[config.mk]
export PLATFORM = sky130hd
export DESIGN_NAME = pipelined_write_rx
export DESIGN_NICKNAME = d
export VERILOG_FILES = /design/src/rtl/pipelined_write_rx.sv
export SDC_FILE = /design/constraint.sdc
export NUM_CORES = 1
export LEC_CHECK = 0
export BUFFER_PORTS_ARGS = -buffer_cell sky130_fd_sc_hd__buf_2
export CORE_UTILIZATION = 58
export DETAILED_ROUTE_END_ITERATION = 12
export HOLD_SLACK_MARGIN = 0.12
export PLACE_DENSITY = 0.79
export SLEW_MARGIN = 40
export SYNTH_ARGS = -nofsm -noshare
export SYNTH_HDL_FRONTEND = slang
export SYNTH_SLANG_ARGS = --single-unit
[constraint.sdc]
create_clock -name clk -period 3.2 [get_ports clk]
set_clock_uncertainty 0.15 [all_clocks]
set_input_delay 0.32 -clock clk [delete_from_list [all_inputs] [get_ports clk]]
set_output_delay 0.32 -clock clk [all_outputs]
set_load 0.03 [all_outputs]
[src/rtl/pipelined_write_rx.sv]
// Receive stage for the pipelined write protocol: assembles command + data cycles into one word.
// Optional IDLE-stall timeout enabled by defining PIPELINED_WRITE_RX_TIMEOUT_EN.

package test_pkg_b;
  localparam logic [2:0] WT_STD          = 3'd0;
  localparam logic [2:0] WT_MULTI_WDONE  = 3'd1;
  localparam logic [2:0] WT_SINGLE_WDONE = 3'd2;

  localparam logic [1:0] CT_IDLE  = 2'd0;
  localparam logic [1:0] CT_VALID = 2'd1;
  localparam logic [1:0] CT_DONE  = 2'd2;

  typedef struct packed {
    logic       val;
    logic [2:0] write_type;
    logic [1:0] num_cycles;
    logic [3:0] rsvd;
  } write_cmd_t;

  typedef struct packed {
    logic [1:0] cycle_type;
    logic [7:0] dat;
  } write_dat_t;

  typedef struct packed {
    write_cmd_t cmd_cycle;
    write_dat_t dat3;
    write_dat_t dat2;
    write_dat_t dat1;
    write_dat_t dat0;
  } pipelined_write_t;
endpackage

module pipelined_write_rx
  import test_pkg_b::*;
#(
  parameter int unsigned TIMEOUT_CYCLES = 16
) (
  input  logic        clk,
  input  logic        rst,
  input  logic [9:0]  in_cyc,
  output logic        in_rdy,
  output logic        out_vld,
  input  logic        out_rdy,
  output logic [49:0] out_write,
  output logic [2:0]  out_beats,
  output logic        wdone,
  output logic [3:0]  err
);

  typedef enum logic {S_IDLE, S_DATA} state_e;
  typedef enum logic [1:0] {MODE_STD, MODE_MULTI, MODE_SINGLE} mode_e;

  state_e           state_q, state_d;
  mode_e            mode_q, mode_d;
  pipelined_write_t work_q, work_d;
  logic [2:0]       k_q, k_d;
  logic [2:0]       n_q, n_d;
  logic [2:0]       k_inc;
  logic             vld_d;
  pipelined_write_t write_d;
  logic [2:0]       beats_d;
  logic             wdone_d;
  logic [3:0]       err_d;
  write_cmd_t       cmd_c;
  write_dat_t       dat_c;

`ifdef PIPELINED_WRITE_RX_TIMEOUT_EN
  localparam int unsigned TCNT_W = $clog2(TIMEOUT_CYCLES + 1);
  logic [TCNT_W-1:0] tcnt_q, tcnt_d;
`endif

  assign cmd_c  = write_cmd_t'(in_cyc);
  assign dat_c  = write_dat_t'(in_cyc);
  assign in_rdy = (state_q == S_IDLE) && (!out_vld || out_rdy);

  // Next-state, assembly and output-slice logic
  always_comb begin
    state_d = state_q;
    mode_d  = mode_q;
    work_d  = work_q;
    k_d     = k_q;
    n_d     = n_q;
    vld_d   = out_vld && !out_rdy;
    write_d = pipelined_write_t'(out_write);
    beats_d = out_beats;
    wdone_d = 1'b0;
    err_d   = 4'b0000;
    k_inc   = (k_q == 3'd4) ? 3'd4 : k_q + 3'd1;
`ifdef PIPELINED_WRITE_RX_TIMEOUT_EN
    tcnt_d  = tcnt_q;
`endif

    unique case (state_q)
      S_IDLE: begin
        if (cmd_c.val && in_rdy) begin
          work_d           = '0;
          work_d.cmd_cycle = cmd_c;
          k_d              = 3'd0;
          n_d              = (cmd_c.num_cycles == 2'd0) ? 3'd4 : {1'b0, cmd_c.num_cycles};
          state_d          = S_DATA;
`ifdef PIPELINED_WRITE_RX_TIMEOUT_EN
          tcnt_d           = '0;
`endif
          // Unknown write types raise an error and fall back to plain writes
          unique case (cmd_c.write_type)
            WT_STD:          mode_d = MODE_STD;
            WT_MULTI_WDONE:  mode_d = MODE_MULTI;
            WT_SINGLE_WDONE: mode_d = MODE_SINGLE;
            default: begin
              mode_d   = MODE_STD;
              err_d[2] = 1'b1;
            end
          endcase
        end
      end
      S_DATA: begin
        if (dat_c.cycle_type == CT_VALID || dat_c.cycle_type == CT_DONE) begin
          case (k_q[1:0])
            2'd0: work_d.dat0 = dat_c;
            2'd1: work_d.dat1 = dat_c;
            2'd2: work_d.dat2 = dat_c;
            2'd3: work_d.dat3 = dat_c;
          endcase
          k_d = k_inc;
          if (mode_q == MODE_MULTI) wdone_d = 1'b1;
`ifdef PIPELINED_WRITE_RX_TIMEOUT_EN
          tcnt_d = '0;
`endif
          if (dat_c.cycle_type == CT_DONE || k_inc == n_q) begin
            err_d[0] = (dat_c.cycle_type == CT_DONE) && (k_inc < n_q);
            err_d[1] = (dat_c.cycle_type == CT_VALID);
            if (mode_q == MODE_SINGLE) wdone_d = 1'b1;
            write_d = work_d;
            beats_d = k_inc;
            vld_d   = 1'b1;
            state_d = S_IDLE;
          end
        end else begin
`ifdef PIPELINED_WRITE_RX_TIMEOUT_EN
          // Stall cycle: abandon the write once the allowed stall budget is spent
          if (tcnt_q == TCNT_W'(TIMEOUT_CYCLES)) begin
            err_d[3] = 1'b1;
            state_d  = S_IDLE;
          end else begin
            tcnt_d = tcnt_q + TCNT_W'(1);
          end
`endif
        end
      end
      default: state_d = S_IDLE;
    endcase
  end

  always_ff @(posedge clk) begin
    if (rst) begin
      state_q   <= S_IDLE;
      mode_q    <= MODE_STD;
      work_q    <= '0;
      k_q       <= 3'd0;
      n_q       <= 3'd0;
      out_vld   <= 1'b0;
      out_write <= '0;
      out_beats <= 3'd0;
      wdone     <= 1'b0;
      err       <= 4'b0000;
`ifdef PIPELINED_WRITE_RX_TIMEOUT_EN
      tcnt_q    <= '0;
`endif
    end else begin
      state_q   <= state_d;
      mode_q    <= mode_d;
      work_q    <= work_d;
      k_q       <= k_d;
      n_q       <= n_d;
      out_vld   <= vld_d;
      out_write <= write_d;
      out_beats <= beats_d;
      wdone     <= wdone_d;
      err       <= err_d;
`ifdef PIPELINED_WRITE_RX_TIMEOUT_EN
      tcnt_q    <= tcnt_d;
`endif
    end
  end

endmodule

==> results.ini <==
[critical_path]
worstSetupStartpointType = register
worstPathRequired_ns = 3.48
cp-end-kind = register
reg2reg_depth = 9
cp.arrival_ns = 2.91
crit_path_max_fanout = 20
critical_path_class = reg -> reg

[cts]
htreeDepth = 4
cts_resized = 0
cts_tree = built
clk_path_buf_depth = 2
cts_hold_buf = 9
cts_buffers = 17
clock_latency_ns = 0.52
clock-sinks = 117
post_cts_buffers = 0
cts.reportedPaths.clkPinSlew_ns = 0.06
clockRootBuffer = clkbuf_8

[global_route]
overflow = 0
grt_pass1_vias = 4606
grt_use_total_pct = 29.16
antenna_found_initial = 0
grt_pass1_wl_um = 22720
grt_max_degree = 70

[timing]
max_freq_ghz = 0.3794
hold_viol = 0
period_share_pct = 82.38
maxSlewHeadroom_pct = 45.41
period_minus_slack_ns = 2.636
final.setup.tns_ns = 0
rsz0062_at_grt = no
finalMaxSlewViolations = 0
tightest_slew_ns = 0.8188
setup_viol = 0
setup_ws_ns = 0.5639

[placement]
dp_slack_ns = 0.6187
place_area_sq_um = 5776
placedCellCount = 717
gpl.final_weighted_congestion = 0.8462
place_hpwl_um = 8062
numPortBuffers = 71

[power]
power_density_nw_per_um2 = 592.7
ir_worst_vdd_mv = 0.3397
leakage_uw = 0.002335
total_power_uw = 3829

[routing]
ant_nets = 0
drt_iter0_markers = 370
highest_layer = met4
wl_met1_um = 5705
routedWlPerCell_um = 18.55
num_vias = 4822
drc = 0
via_per_inst = 6.361
met2_wirelength_um = 6983
wl_met3_um = 1057
first_pass_iters = 5
routed_wl_um = 14060

[die]
die_h_um = 99.65
core_area_sq_um = 9240
die-area_sq_um = 9929
ios = 73
rows = 35
die_w_um = 99.65
initial_utilization_pct = 59.85

[synthesis]
synth_ff_type = dfxtp_1
async_flop_share_pct = 0
synth_edf_count = 0
synth_common_cells = dfxtp_1 (117), a21oi_1 (95), nand2_1 (42), mux2i_1 (40)
synth_top_area_cell = dfxtp_1
synth_nets = 602
ys_types = 44
ys_warn_count = 0
syn_area_per_cell_sq_um = 9.551
synth_top_area_share_pct = 42.35
synthMostInstantiatedCell = dfxtp_1
ys_top_cells_by_area = dfxtp_1 (42%), a21oi_1 (8.6%), mux2i_1 (7.2%)
syn_inst = 579
synth_seq_area_share_pct = 42.35
syn_area_sq_um = 5530
ys_ff_latch = 117

[min_path]
hp-class = in -> reg
hold_depth = 4

[job]
drv_cap = 0

[finish]
antenna_cells = 0
fillers = 685
stdcell_count = 758
area_growth_pct = 16.81
regArea_sq_um = 2344
drive_above_1_share_pct = 27.82
fin_nets = 640
multi_input_area_sq_um = 2733
finalInstanceArea_sq_um = 6460

[status]
status = finished clean

## routing by layer
metal | vias up | global-route usage, %
met5 | - | 0
met4 | 0 | 14.37
met3 | 39 | 6.184
met2 | 242 | 48.99
met1 | 2306 | 35.50
li1 | 2235 | -
## cells in the final DEF, fill, tap and decap left out, types with 3 or more instances in the layout
| master | instances |
|---|---|
| a211oi_1 | 11 |
| a211oi_2 | 29 |
| a21oi_1 | 95 |
| a21oi_2 | 20 |
| and3b_1 | 4 |
| buf_12 | 3 |
| buf_2 | 70 |
| buf_4 | 12 |
| clkbuf_16 | 16 |
| clkbuf_8 | 4 |
| clkinv_2 | 5 |
| clkinvlp_4 | 3 |
| dfxtp_1 | 116 |
| dlygate4sd3_1 | 9 |
| ha_1 | 10 |
| inv_1 | 8 |
| mux2i_1 | 40 |
| nand2_1 | 42 |
| nand3_1 | 13 |
| nand3b_1 | 3 |
| nand4_1 | 12 |
| nor2_1 | 5 |
| o21ai_0 | 14 |
| o311ai_0 | 29 |
| o311ai_1 | 14 |
| o31ai_1 | 14 |
## logic make-up after synthesis
group	Yosys count	synth area share, %
flops	117	42.35
other cells	1	0.06781
mux	40	7.240
simple gates	92	8.688
compound gates	233	30.97
buf+inv	86	8.416
fa+ha+maj	10	2.262
## flip-flops by register name, indices dropped and copies added, names as in the netlist
name	count
mode_q	2
wdone	1
out_beats	3
out_vld	1
err	3
out_write	50
n_q	3
work_q	50
state_q	1
k_q	3
## area by class of cell
class,instances,area share (%)
Sequential cell,117,36.28
Inverter,10,0.6004
Multi-Input combinational cell,376,42.30
Clock inverter,9,1.588
Clock buffer,22,7.166
Tap cell,129,2.499
Timing Repair Buffer,95,9.568
## power breakdown
part / total [uW] / internal, uW / switching (uW)
logic: 478 / 143 / 335
registers: 1530 / 1510 / 27.2
clock network: 1820 / 1160 / 660
## worst max-delay path, stage by stage (launching register included)
cell and delay, ns:
dfxtp_1 0.41, inv_1 0.09, ha_1 0.24, nand3b_1 0.21, o21a_1 0.14, ha_1 0.32, a31o_2 0.31, buf_4 0.31
a21oi_1 0.13, a211oi_2 0.23
## path summary, 6_finish.rpt
check / from / end / slack, ns
setup / recovery: k_q[0] / out_write[8] / 0.56
hold / removal: out_rdy / work_q[48] / 0.18
setup reg to reg: k_q[0] / out_write[8] / 0.56
hold reg to reg: work_q[49] / work_q[49] / 0.31
## metrics by stage
stage / hold WS, ns / utilization, %
floorplan: 0.2758 / -
global placement: 0.2883 / 62.51
detailed placement: 0.2994 / 62.51
CTS: 0.1628 / 69.60
global route: 0.2020 / 69.91
finish: 0.1833 / 69.91
(Power assumes the default switching activity.)
